==> src/rtl/mdu_core_pkg.sv <==
// Shared widths, M-extension funct3 encodings and FSM states for the multiply/divide unit.
package mdu_core_pkg;

   localparam int unsigned XLEN  = 32;
   localparam int unsigned REG_W = 5;

   // funct3 of the RV32M instructions
   typedef enum logic [2:0] {
      MDU_MUL    = 3'd0,
      MDU_MULH   = 3'd1,
      MDU_MULHSU = 3'd2,
      MDU_MULHU  = 3'd3,
      MDU_DIV    = 3'd4,
      MDU_DIVU   = 3'd5,
      MDU_REM    = 3'd6,
      MDU_REMU   = 3'd7
   } mdu_op_e;

   typedef enum logic [1:0] {
      ST_IDLE = 2'd0,
      ST_MUL  = 2'd1,
      ST_DIV  = 2'd2,
      ST_FIN  = 2'd3
   } mdu_state_e;

   // Two's-complement negate when n is set
   function automatic logic [XLEN-1:0] cond_neg(input logic [XLEN-1:0] x, input logic n);
      return n ? XLEN'(-x) : x;
   endfunction

endpackage

==> src/rtl/mdu_div_core.sv <==
// Unsigned restoring divider, one quotient bit per cycle, start/done handshake.
module mdu_div_core
   import mdu_core_pkg::*;
#(
   parameter int unsigned DIV_BITS = 1
) (
   input  logic            clk,
   input  logic            rst_n,
   input  logic            start,
   input  logic [XLEN-1:0] dividend,
   input  logic [XLEN-1:0] divisor,
   output logic            done_c,
   output logic [XLEN-1:0] quotient_c,
   output logic [XLEN-1:0] remainder_c
);

   localparam int unsigned CNT_W = 5;
   localparam logic [CNT_W-1:0] CNT_INIT = CNT_W'(XLEN / DIV_BITS - 1);

   logic [XLEN-1:0]  rem_q, rem_d, quo_q, quo_d, dvs_q, dvs_d;
   logic [CNT_W-1:0] cnt_q, cnt_d;
   logic             run_q, run_d;
   logic [XLEN:0]    shifted_c, diff_c;
   logic             qbit_c;
   logic [XLEN-1:0]  rem_n_c, quo_n_c;

   // One restoring step plus start/iteration control
   always_comb begin
      shifted_c = {rem_q, quo_q[XLEN-1]};
      diff_c    = shifted_c - {1'b0, dvs_q};
      qbit_c    = ~diff_c[XLEN];
      rem_n_c   = qbit_c ? diff_c[XLEN-1:0] : shifted_c[XLEN-1:0];
      quo_n_c   = {quo_q[XLEN-2:0], qbit_c};

      rem_d = rem_q;
      quo_d = quo_q;
      dvs_d = dvs_q;
      cnt_d = cnt_q;
      run_d = run_q;
      if (run_q) begin
         rem_d = rem_n_c;
         quo_d = quo_n_c;
         if (cnt_q == '0) run_d = 1'b0;
         else             cnt_d = cnt_q - CNT_W'(1);
      end
      if (start) begin
         rem_d = '0;
         quo_d = dividend;
         dvs_d = divisor;
         cnt_d = CNT_INIT;
         run_d = 1'b1;
      end
   end

   // Final step's values are exposed combinationally alongside done
   assign done_c      = run_q && (cnt_q == '0);
   assign quotient_c  = quo_n_c;
   assign remainder_c = rem_n_c;

   // Datapath and counter registers
   always_ff @(posedge clk) begin
      if (!rst_n) begin
         rem_q <= '0;
         quo_q <= '0;
         dvs_q <= '0;
         cnt_q <= '0;
         run_q <= 1'b0;
      end else begin
         rem_q <= rem_d;
         quo_q <= quo_d;
         dvs_q <= dvs_d;
         cnt_q <= cnt_d;
         run_q <= run_d;
      end
   end

endmodule

==> src/rtl/mdu_core.sv <==
// Iterative RV32M multiply/divide unit: FSM, sign handling, multiplier and divide special cases.
module mdu_core
   import mdu_core_pkg::*;
#(
   parameter int unsigned DIV_BITS = 1
) (
   input  logic             clk,
   input  logic             rst_n,
   input  logic             flush_from_flushunit,
   input  logic             mdu_valid_from_idex,
   input  logic [2:0]       mdu_op_from_idex,
   input  logic [XLEN-1:0]  rs1_from_idex,
   input  logic [XLEN-1:0]  rs2_from_idex,
   input  logic [REG_W-1:0] rd_from_idex,
   output logic [REG_W-1:0] mdu_now_rd_to_wb,
   output logic             mdu_busy_to_wb,
   output logic             mdu_finish_to_wb,
   output logic [XLEN-1:0]  mdu_result_to_wb
);

   mdu_state_e       state_q, state_d;
   mdu_op_e          op_q, op_d, op_in_c;
   logic [XLEN-1:0]  opa_q, opa_d, opb_q, opb_d, result_q, result_d;
   logic [REG_W-1:0] now_rd_q, now_rd_d;
   logic             neg_q, neg_d, busy_q, busy_d, finish_q, finish_d;

   logic             accept_c, in_mul_c, in_signed_c, in_rem_c, dz_c, ovf_c;
   logic [XLEN-1:0]  dvd_mag_c, dvs_mag_c, spec_res_c;
   logic             div_start_c, div_done_c;
   logic [XLEN-1:0]  quo_c, rem_c, mul_res_c;
   logic [XLEN:0]    a_ext_c, b_ext_c;
   logic [2*XLEN-1:0] prod_c;

   // Issue decode, operand magnitudes and divide special-case detection
   always_comb begin
      op_in_c     = mdu_op_e'(mdu_op_from_idex);
      accept_c    = mdu_valid_from_idex & ~busy_q & ~flush_from_flushunit;
      in_mul_c    = ~mdu_op_from_idex[2];
      in_signed_c = (op_in_c == MDU_DIV) || (op_in_c == MDU_REM);
      in_rem_c    = (op_in_c == MDU_REM) || (op_in_c == MDU_REMU);
      dvd_mag_c   = cond_neg(rs1_from_idex, in_signed_c & rs1_from_idex[XLEN-1]);
      dvs_mag_c   = cond_neg(rs2_from_idex, in_signed_c & rs2_from_idex[XLEN-1]);
      dz_c        = (rs2_from_idex == '0);
      ovf_c       = in_signed_c && (rs1_from_idex == {1'b1, {(XLEN-1){1'b0}}})
                    && (rs2_from_idex == '1);
      spec_res_c  = '0;
      if (dz_c)       spec_res_c = in_rem_c ? rs1_from_idex : '1;
      else if (ovf_c) spec_res_c = in_rem_c ? '0 : {1'b1, {(XLEN-1){1'b0}}};
   end

   // Single-cycle multiply on 33-bit extended operands; low 64 product bits suffice
   always_comb begin
      a_ext_c   = {((op_q == MDU_MULH) || (op_q == MDU_MULHSU)) & opa_q[XLEN-1], opa_q};
      b_ext_c   = {(op_q == MDU_MULH) & opb_q[XLEN-1], opb_q};
      prod_c    = (2*XLEN)'($signed(a_ext_c)) * (2*XLEN)'($signed(b_ext_c));
      mul_res_c = (op_q == MDU_MUL) ? prod_c[XLEN-1:0] : prod_c[2*XLEN-1:XLEN];
   end

   // Next-state, latching and result selection
   always_comb begin
      state_d     = state_q;
      op_d        = op_q;
      opa_d       = opa_q;
      opb_d       = opb_q;
      neg_d       = neg_q;
      now_rd_d    = now_rd_q;
      result_d    = result_q;
      div_start_c = 1'b0;

      case (state_q)
         ST_MUL: begin
            result_d = mul_res_c;
            state_d  = ST_FIN;
         end
         ST_DIV: begin
            if (div_done_c) begin
               result_d = cond_neg(((op_q == MDU_REM) || (op_q == MDU_REMU)) ? rem_c : quo_c,
                                   neg_q);
               state_d  = ST_FIN;
            end
         end
         default: state_d = ST_IDLE;
      endcase

      if (accept_c) begin
         op_d     = op_in_c;
         opa_d    = rs1_from_idex;
         opb_d    = rs2_from_idex;
         now_rd_d = rd_from_idex;
         neg_d    = in_signed_c & (in_rem_c ? rs1_from_idex[XLEN-1]
                                            : rs1_from_idex[XLEN-1] ^ rs2_from_idex[XLEN-1]);
         if (in_mul_c) begin
            state_d = ST_MUL;
         end else if (dz_c || ovf_c) begin
            result_d = spec_res_c;
            state_d  = ST_FIN;
         end else begin
            div_start_c = 1'b1;
            state_d     = ST_DIV;
         end
      end

      busy_d   = (state_d == ST_MUL) || (state_d == ST_DIV);
      finish_d = (state_d == ST_FIN);
   end

   mdu_div_core #(.DIV_BITS(DIV_BITS)) u_div (
      .clk         (clk),
      .rst_n       (rst_n),
      .start       (div_start_c),
      .dividend    (dvd_mag_c),
      .divisor     (dvs_mag_c),
      .done_c      (div_done_c),
      .quotient_c  (quo_c),
      .remainder_c (rem_c)
   );

   // State and output registers
   always_ff @(posedge clk) begin
      if (!rst_n) begin
         state_q  <= ST_IDLE;
         op_q     <= MDU_MUL;
         opa_q    <= '0;
         opb_q    <= '0;
         neg_q    <= 1'b0;
         now_rd_q <= '0;
         result_q <= '0;
         busy_q   <= 1'b0;
         finish_q <= 1'b0;
      end else begin
         state_q  <= state_d;
         op_q     <= op_d;
         opa_q    <= opa_d;
         opb_q    <= opb_d;
         neg_q    <= neg_d;
         now_rd_q <= now_rd_d;
         result_q <= result_d;
         busy_q   <= busy_d;
         finish_q <= finish_d;
      end
   end

   assign mdu_now_rd_to_wb = now_rd_q;
   assign mdu_busy_to_wb   = busy_q;
   assign mdu_finish_to_wb = finish_q;
   assign mdu_result_to_wb = result_q;

endmodule

==> config.mk <==
export PLATFORM = sky130hd
export DESIGN_NAME = mdu_core
export DESIGN_NICKNAME = d
export VERILOG_FILES = /design/src/rtl/mdu_core_pkg.sv /design/src/rtl/mdu_div_core.sv /design/src/rtl/mdu_core.sv
export SDC_FILE = /design/constraint.sdc
export NUM_CORES = 2
export LEC_CHECK = 0
export CAP_MARGIN = 10
export CORE_MARGIN = 4
export CORE_UTILIZATION = 50
export CTS_BUF_LIST = sky130_fd_sc_hd__clkbuf_8
export DETAILED_ROUTE_END_ITERATION = 10
export PLACE_DENSITY = 0.72
export SETUP_SLACK_MARGIN = 0.5
export SLEW_MARGIN = 20
export SYNTH_ARGS = -nofsm -noshare
export SYNTH_HDL_FRONTEND = slang
export SYNTH_SLANG_ARGS = --single-unit
==> constraint.sdc <==
create_clock -name clk -period 11.34 [get_ports clk]
set_input_delay 2.268 -clock clk [delete_from_list [all_inputs] [get_ports clk]]
set_output_delay 2.268 -clock clk [all_outputs]
set_load 0.02 [all_outputs]
After elaboration in Yosys (flattened, before gate mapping) --
Cells that the tools add are included.
Storage, ports and cells: flip-flop bits (word level) 211, bits in latches 0, bits in writable memories 0, bits in read-only memories 0, input bits 76, output and inout bits 39, logic and storage cells 94, memories kept 0
Cells by class: add/sub/neg operators 5, $mul 1, div/mod/pow operators 0, magnitude comparators 0, equality and inequality tests 15, shifts and indexed selects 0, multiplexer cells 32, bitwise gates (word level) 12, reduce and logical (&&, ||, !) cells 15
Operator list (number):
- 32-bit two-way mux | 16
- 32-bit negation | 3
- 32-bit equality test, second input constant | 2
- 33-bit by 33-bit multiplier with 64-bit output | 1
- 32-bit case mux with 2 select lines | 1
- 33-bit by 32-bit subtractor with 33-bit output | 1
- 32-bit logical NOT | 1
- 3-bit equality test, second input constant | 5
- 5-bit two-way mux | 3
- 1-bit two-way mux | 8
- 1-bit bitwise AND | 7
- 2-bit equality test, second input constant | 3
- 1-bit logical OR | 6
- 2-bit two-way mux | 3
- 5-bit logical NOT | 1
- 5-bit by 1-bit subtractor with 5-bit output, second input constant | 1
- 2-bit by 1-bit equality test with 1-bit output, second input constant | 2
- 1-bit inverter | 4
- 2-bit case mux with 2 select lines | 1
- 3-bit by 1-bit equality test with 1-bit output, second input constant | 1
- 3-bit by 2-bit equality test with 1-bit output, second input constant | 1
- 1-bit logical AND | 3
- 3-bit logical NOT | 1
- 2-bit != test, second input constant | 1
- other kinds (4) | 4

Logic depth before layout (Yosys ltp) --
depth after elaboration 10, gate-level depth with buffers 35, depth with buffers taken out 32

Cells and area by module --
A second synthesis with hierarchy kept.
Unflattened totals: cells, all modules 6128, area, all modules 52554.2 sq um
By module, submodules not included:
- mdu_core | times used 1, cells each 5337, area each 45909.0 sq um, sequential area each 2182.1 sq um
- mdu_div_core | times used 1, cells each 791, area each 6645.1 sq um, sequential area each 2042.0 sq um

Least setup slack after synthesis --
No wires, ideal clock.
kind reg2reg, from register op_q[1], to register result_q[31], in the netlist mdu_result_to_wb[31], library setup time 134 ps, arrival time 8675 ps, data required time 11206 ps, path slack 2531 ps, stages on the path, launching flop included 31, path buffers 2, clock period less this slack 8809 ps, path through dfxtp_1 -> clkbuf_1 -> xnor2_1 -> nor3b_1 -> clkbuf_1 -> nand2_1 -> fa_1 -> fa_1 -> inv_1 -> fa_1 -> inv_1 -> fa_1 -> inv_1 -> fa_1 -> fa_1 -> fa_1 -> inv_1 -> fa_1 -> inv_1 -> ha_1 -> a21o_1 -> a31oi_1 -> o21ai_0 -> and2_1 -> a31o_2 -> a211o_1 -> a311o_1 -> a21oi_1 -> xor2_1 -> a221oi_1 -> a211oi_1
Between the ends: cells in the longest elaborated chain, start to end 10, elaborated cells on any way between the ends 19, classes of those cells 1 x add/sub; 1 x mul; 4 x eq/ne; 8 x mux; 2 x bitwise; 3 x reduce/logical
Ends and longest elaborated chain:
- from (decl) | line mdu_core.sv:22 | mdu_op_e op_q, op_d, op_in_c;
- from (signal assigned) | line mdu_core.sv:132 | op_q <= op_d;
- parallel branches: the longest is 6 deep, another holds 33-bit by 33-bit multiplier with 64-bit output
- 32-bit case mux with 2 select lines (*) | line mdu_core.sv:70 | case (state_q)
- 32-bit two-way mux | line mdu_core.sv:94 | end else if (dz_c || ovf_c) begin
- 32-bit two-way mux | line mdu_core.sv:92 | if (in_mul_c) begin
- 32-bit two-way mux (*) | line mdu_core.sv:85 | if (accept_c) begin
- to (signal assigned) | line mdu_core.sv:137 | result_q <= result_d;
- to (decl) | line mdu_core.sv:23 | logic [XLEN-1:0] opa_q, opa_d, opb_q, opb_d, result_q, result_d;
Mark *: on every way between the ends. A chain may end at the register's enable or synchronous reset.

Worst setup path after layout --
Ends and elaborated chain as after synthesis.

==> metrics.md <==
| Metric | Value |
|---|---|
| Path depth of the worst reg2reg path | `31` |
| Most frequent cells in the layout | `sky130_fd_sc_hd__inv_1 (1,243), sky130_fd_sc_hd__fa_1 (1,126), sky130_fd_sc_hd__nand2_1 (1,066)` |
| Last weighted congestion value of the routability-driven placer | `0.964` |
| Share of Yosys cell area claimed by the top area cell type | `43.7%` |
| Worst endpoint required time | `11,730 ps` |
| Max Slew Vio Count | `0` |
| Number of flops mapped to enable cells by yosys | `0` |
| Run status | `completed` |
| Routed wire length per instance | `20.2 um` |
| Portion of the clock cycle consumed by the worst path in the final layout | `85.8%` |
| Synth Instances | `6,062` |
| Biggest fanout along the worst timing path | `31` |
| TritonCTS Sinks | `211` |
| Most common cell after layout, fill and taps aside | `sky130_fd_sc_hd__inv_1` |
| DRC violations left | `0` |
| Layout Area Growth over Synthesis | `5.90%` |
| Buffer cell driving the clock tree root | `sky130_fd_sc_hd__clkbuf_8` |
| Depth of the worst hold-timing path | `2` |
| Grt met1 use | `38.3%` |
| Most used flip-flop cell after synthesis | `sky130_fd_sc_hd__dfxtp_1` |
| Detailed-placement wirelength estimate | `121 mm` |
| Yosys top cell by area | `sky130_fd_sc_hd__fa_1` |
| Via total after detailed routing | `41,190` |
| Class of the most critical setup path | `reg -> reg` |
| Worst R2R Start | `op_q[1]$_SDFFE_PN0P_` |
| Initial core utilization | `50.5%` |
| Top post-synthesis cells by area | `sky130_fd_sc_hd__fa_1 (44%), sky130_fd_sc_hd__inv_1 (9.0%), sky130_fd_sc_hd__dfxtp_1 (8.2%), sky130_fd_sc_hd__nand2_1 (7.8%), sky130_fd_sc_hd__ha_1 (6.1%)` |
| Final setup violating endpoints | `0` |
| Setup skew after layout | `29.1 ps` |
| DIE WIDTH | `329 um` |
| Mapped cell area | `51,500 um2` |
| TritonCTS clock tree | `done` |
| Static leakage | `24.6 nW` |
| Proportion of register bits with asynchronous set or reset after synthesis | `0%` |
| Number of antenna violations at the first check in global routing | `1` |
| Chip Height | `329 um` |
| Placed Cells | `7,275` |
| Count of input and output buffers | `114` |
| Number of nets with antenna violations after detailed routing | `0` |
| Met2 Resource Use GR | `46.7%` |
| Number of top-level pins | `115` |
| Least-Margin Pin Slew | `1200 ps` |
| Row Count | `117` |
| Wire length of the first global-routing pass | `241 mm` |
| Antenna cells | `0` |
| Clk buf depth | `3` |
| Die Area | `108,000 um2` |
| Number of buffers created by CTS | `39` |
| Slowest stage cell, crit path | `sky130_fd_sc_hd__fa_1` |
| Min Tclk post-route | `9740 ps` |
| Most utilized layer in the global route result | `met2` |
| Kind of path behind the tightest hold check | `reg -> reg` |
| GRT Residual Overflow | `0` |
| RSZ-0062 raised after global routing | `no` |
| Setup crit end kind | `register` |
| Average cell area after synthesis | `8.50 um2` |
| Share of synthesized area occupied by flip-flops and latches | `8.19%` |
| Power density relative to cell area | `59.5 nW/um2` |
| Core region area | `102,000 um2` |
| Via density per instance | `5.61` |
| Pre-Repair DR Iteration Count | `8` |
| Achievable Freq | `0.103 GHz` |
| DR iter-0 viols | `3,524` |
| Synth Warn # | `0` |
| Flop2flop setup slack | `1600 ps` |
| Post-CTS Hold Fix Bufs | `0` |
| Count of endpoints failing hold in the final timing report | `0` |
| Post-Layout Cell Count | `7,344` |
| Fraction of final layout cells sized beyond drive strength 1 | `3.40%` |
| Vias in the first global route | `43,437` |
| Endpoint of the worst hold path | `u_div.dvs_q[22]$_SDFFE_PN0P_` |
| All-Layer GR Usage | `28.1%` |
| Final Routed Wirelength | `148 mm` |
| Grt met3 use | `3.63%` |
| Crit-path max cell delay | `790 ps` |
| Max H-tree Level | `2` |
| CTS resizes | `0` |
| Number of buffers inserted to repair setup after CTS | `0` |
| Peak supply drop | `0.0000907 V` |
| Most used cell along the critical path | `sky130_fd_sc_hd__fa_1` |
| Endpoint of the worst-slack reg-to-reg timing path | `mdu_result_to_wb[31]$_SDFF_PN0_` |
| Slew margin rel. | `19.7%` |
| Endpoint arrival time on the critical path | `10,130 ps` |
| Max-cap viol count | `0` |
| Register bit total from synthesis | `211` |
| Net count of the mapped netlist | `7,517` |
| Number of fill cells | `9,437` |
| Min-delay src | `u_div.dvs_q[22]$_SDFFE_PN0P_` |
| Post-layout nets | `7,403` |
| Fin Setup TNS | `0 ps` |
| Cell variety after synth | `85` |
| Launching element type of the critical path | `register` |
| Later-pin clock latency in the skew report | `580 ps` |
| Maximum number of pins on one net before global-route repair | `82` |
| Clock transition at the registers of the reported paths | `70 ps` |
-- cells in the mapped netlist, drive strengths merged (12+ instances only) --
master,count
a211oi,99
a21o,54
a21oi,229
a31oi,26
and2,326
and3,17
buf,20
clkbuf,348
dfxtp,211
fa,1126
ha,253
inv,1235
mux2i,63
nand2,1067
nand2b,17
nand3,38
nand4,19
nor2,219
nor2b,12
nor3,45
nor4,18
o2111ai,12
o211ai,20
o21a,21
o21ai,171
o31ai,28
or2,15
or3,15
xnor2,120
xor2,59
-- stage by stage --
| step | setup slack, ps | power (mW) | hold WS, ps | utilization, % | area (um2) |
|---|---|---|---|---|---|
| 6_report | 1600 | 3.25 | 451 | 53.5 | 54600 |
| 5_1_grt | 1060 | 3.44 | 473 | 53.5 | 54600 |
| 4_1_cts | 1620 | 3.23 | 454 | 53.5 | 54600 |
| 3_5_place_dp | 1660 | 2.43 | 446 | 52.7 | 53800 |
| 3_3_place_gp | 1850 | 2.41 | 441 | 52.7 | 53800 |
| 2_1_floorplan | 2530 | 1.90 | 432 | - | 51500 |
-- per-layer routing --
| layer | share of wire [%] | vias to the layer above |
|---|---|---|
| li1 | - | 18206 |
| met2 | 48 | 1591 |
| met1 | 42 | 21068 |
| met5 | 0 | - |
| met3 | 6.8 | 325 |
| met4 | 4.0 | 0 |
-- critical path, delay by kind of cell, from the launching register on --
family | cells | cell delay (ps)
xor+xnor | 2 | 300
compound gates | 9 | 1940
simple gates | 3 | 410
buf+inv | 8 | 1430
flops | 1 | 510
fa+ha+maj | 9 | 4910
-- how the worst max path moves through the flow --
stage,start,end,slack (ps)
floorplan,op_q[1]$_SDFFE_PN0P_,mdu_result_to_wb[31]$_SDFF_PN0_,2530
global placement,op_q[1]$_SDFFE_PN0P_,mdu_result_to_wb[31]$_SDFF_PN0_,1850
detailed placement,op_q[1]$_SDFFE_PN0P_,mdu_result_to_wb[31]$_SDFF_PN0_,1660
CTS,op_q[1]$_SDFFE_PN0P_,mdu_result_to_wb[31]$_SDFF_PN0_,1620
global route,op_q[1]$_SDFFE_PN0P_,mdu_result_to_wb[31]$_SDFF_PN0_,1060
finish,op_q[1]$_SDFFE_PN0P_,mdu_result_to_wb[31]$_SDFF_PN0_,1600
-- where the power goes --
group          switching (mW)  total [mW]  internal, mW
clock network           0.369       0.801         0.431
logic                    1.02        1.57         0.549
registers              0.0912       0.879         0.788
-- kinds of logic after synthesis --
family,share of synthesized area [%]
xor+xnor,3.04
simple gates,16.1
mux,1.27
compound gates,9.82
fa+ha+maj,49.9
buf+inv,11.7
flops,8.19
-- state kept, by name, summed over array words and instances (netlist names) --
name / flops
u_div.run_q: 1
mdu_result_to_wb: 32
u_div.dvs_q: 32
opb_q: 32
mdu_now_rd_to_wb: 5
u_div.quo_q: 32
neg_q: 1
opa_q: 32
state_q: 2
mdu_finish_to_wb: 1
u_div.rem_q: 32
u_div.cnt_q: 5
mdu_busy_to_wb: 1
op_q: 3
-- area by class of cell --
class	count	area, um2	share of cell area, %
multi-input combinational	4248	41300	75.7
clock inverter	17	97.6	0.179
sequential	211	4230	7.76
clock buffer	52	716	1.31
tap	1368	1710	3.14
timing repair buffer	213	1880	3.45
inverter	1235	4640	8.50
Note: power is estimated with default switching activity, not from simulation.
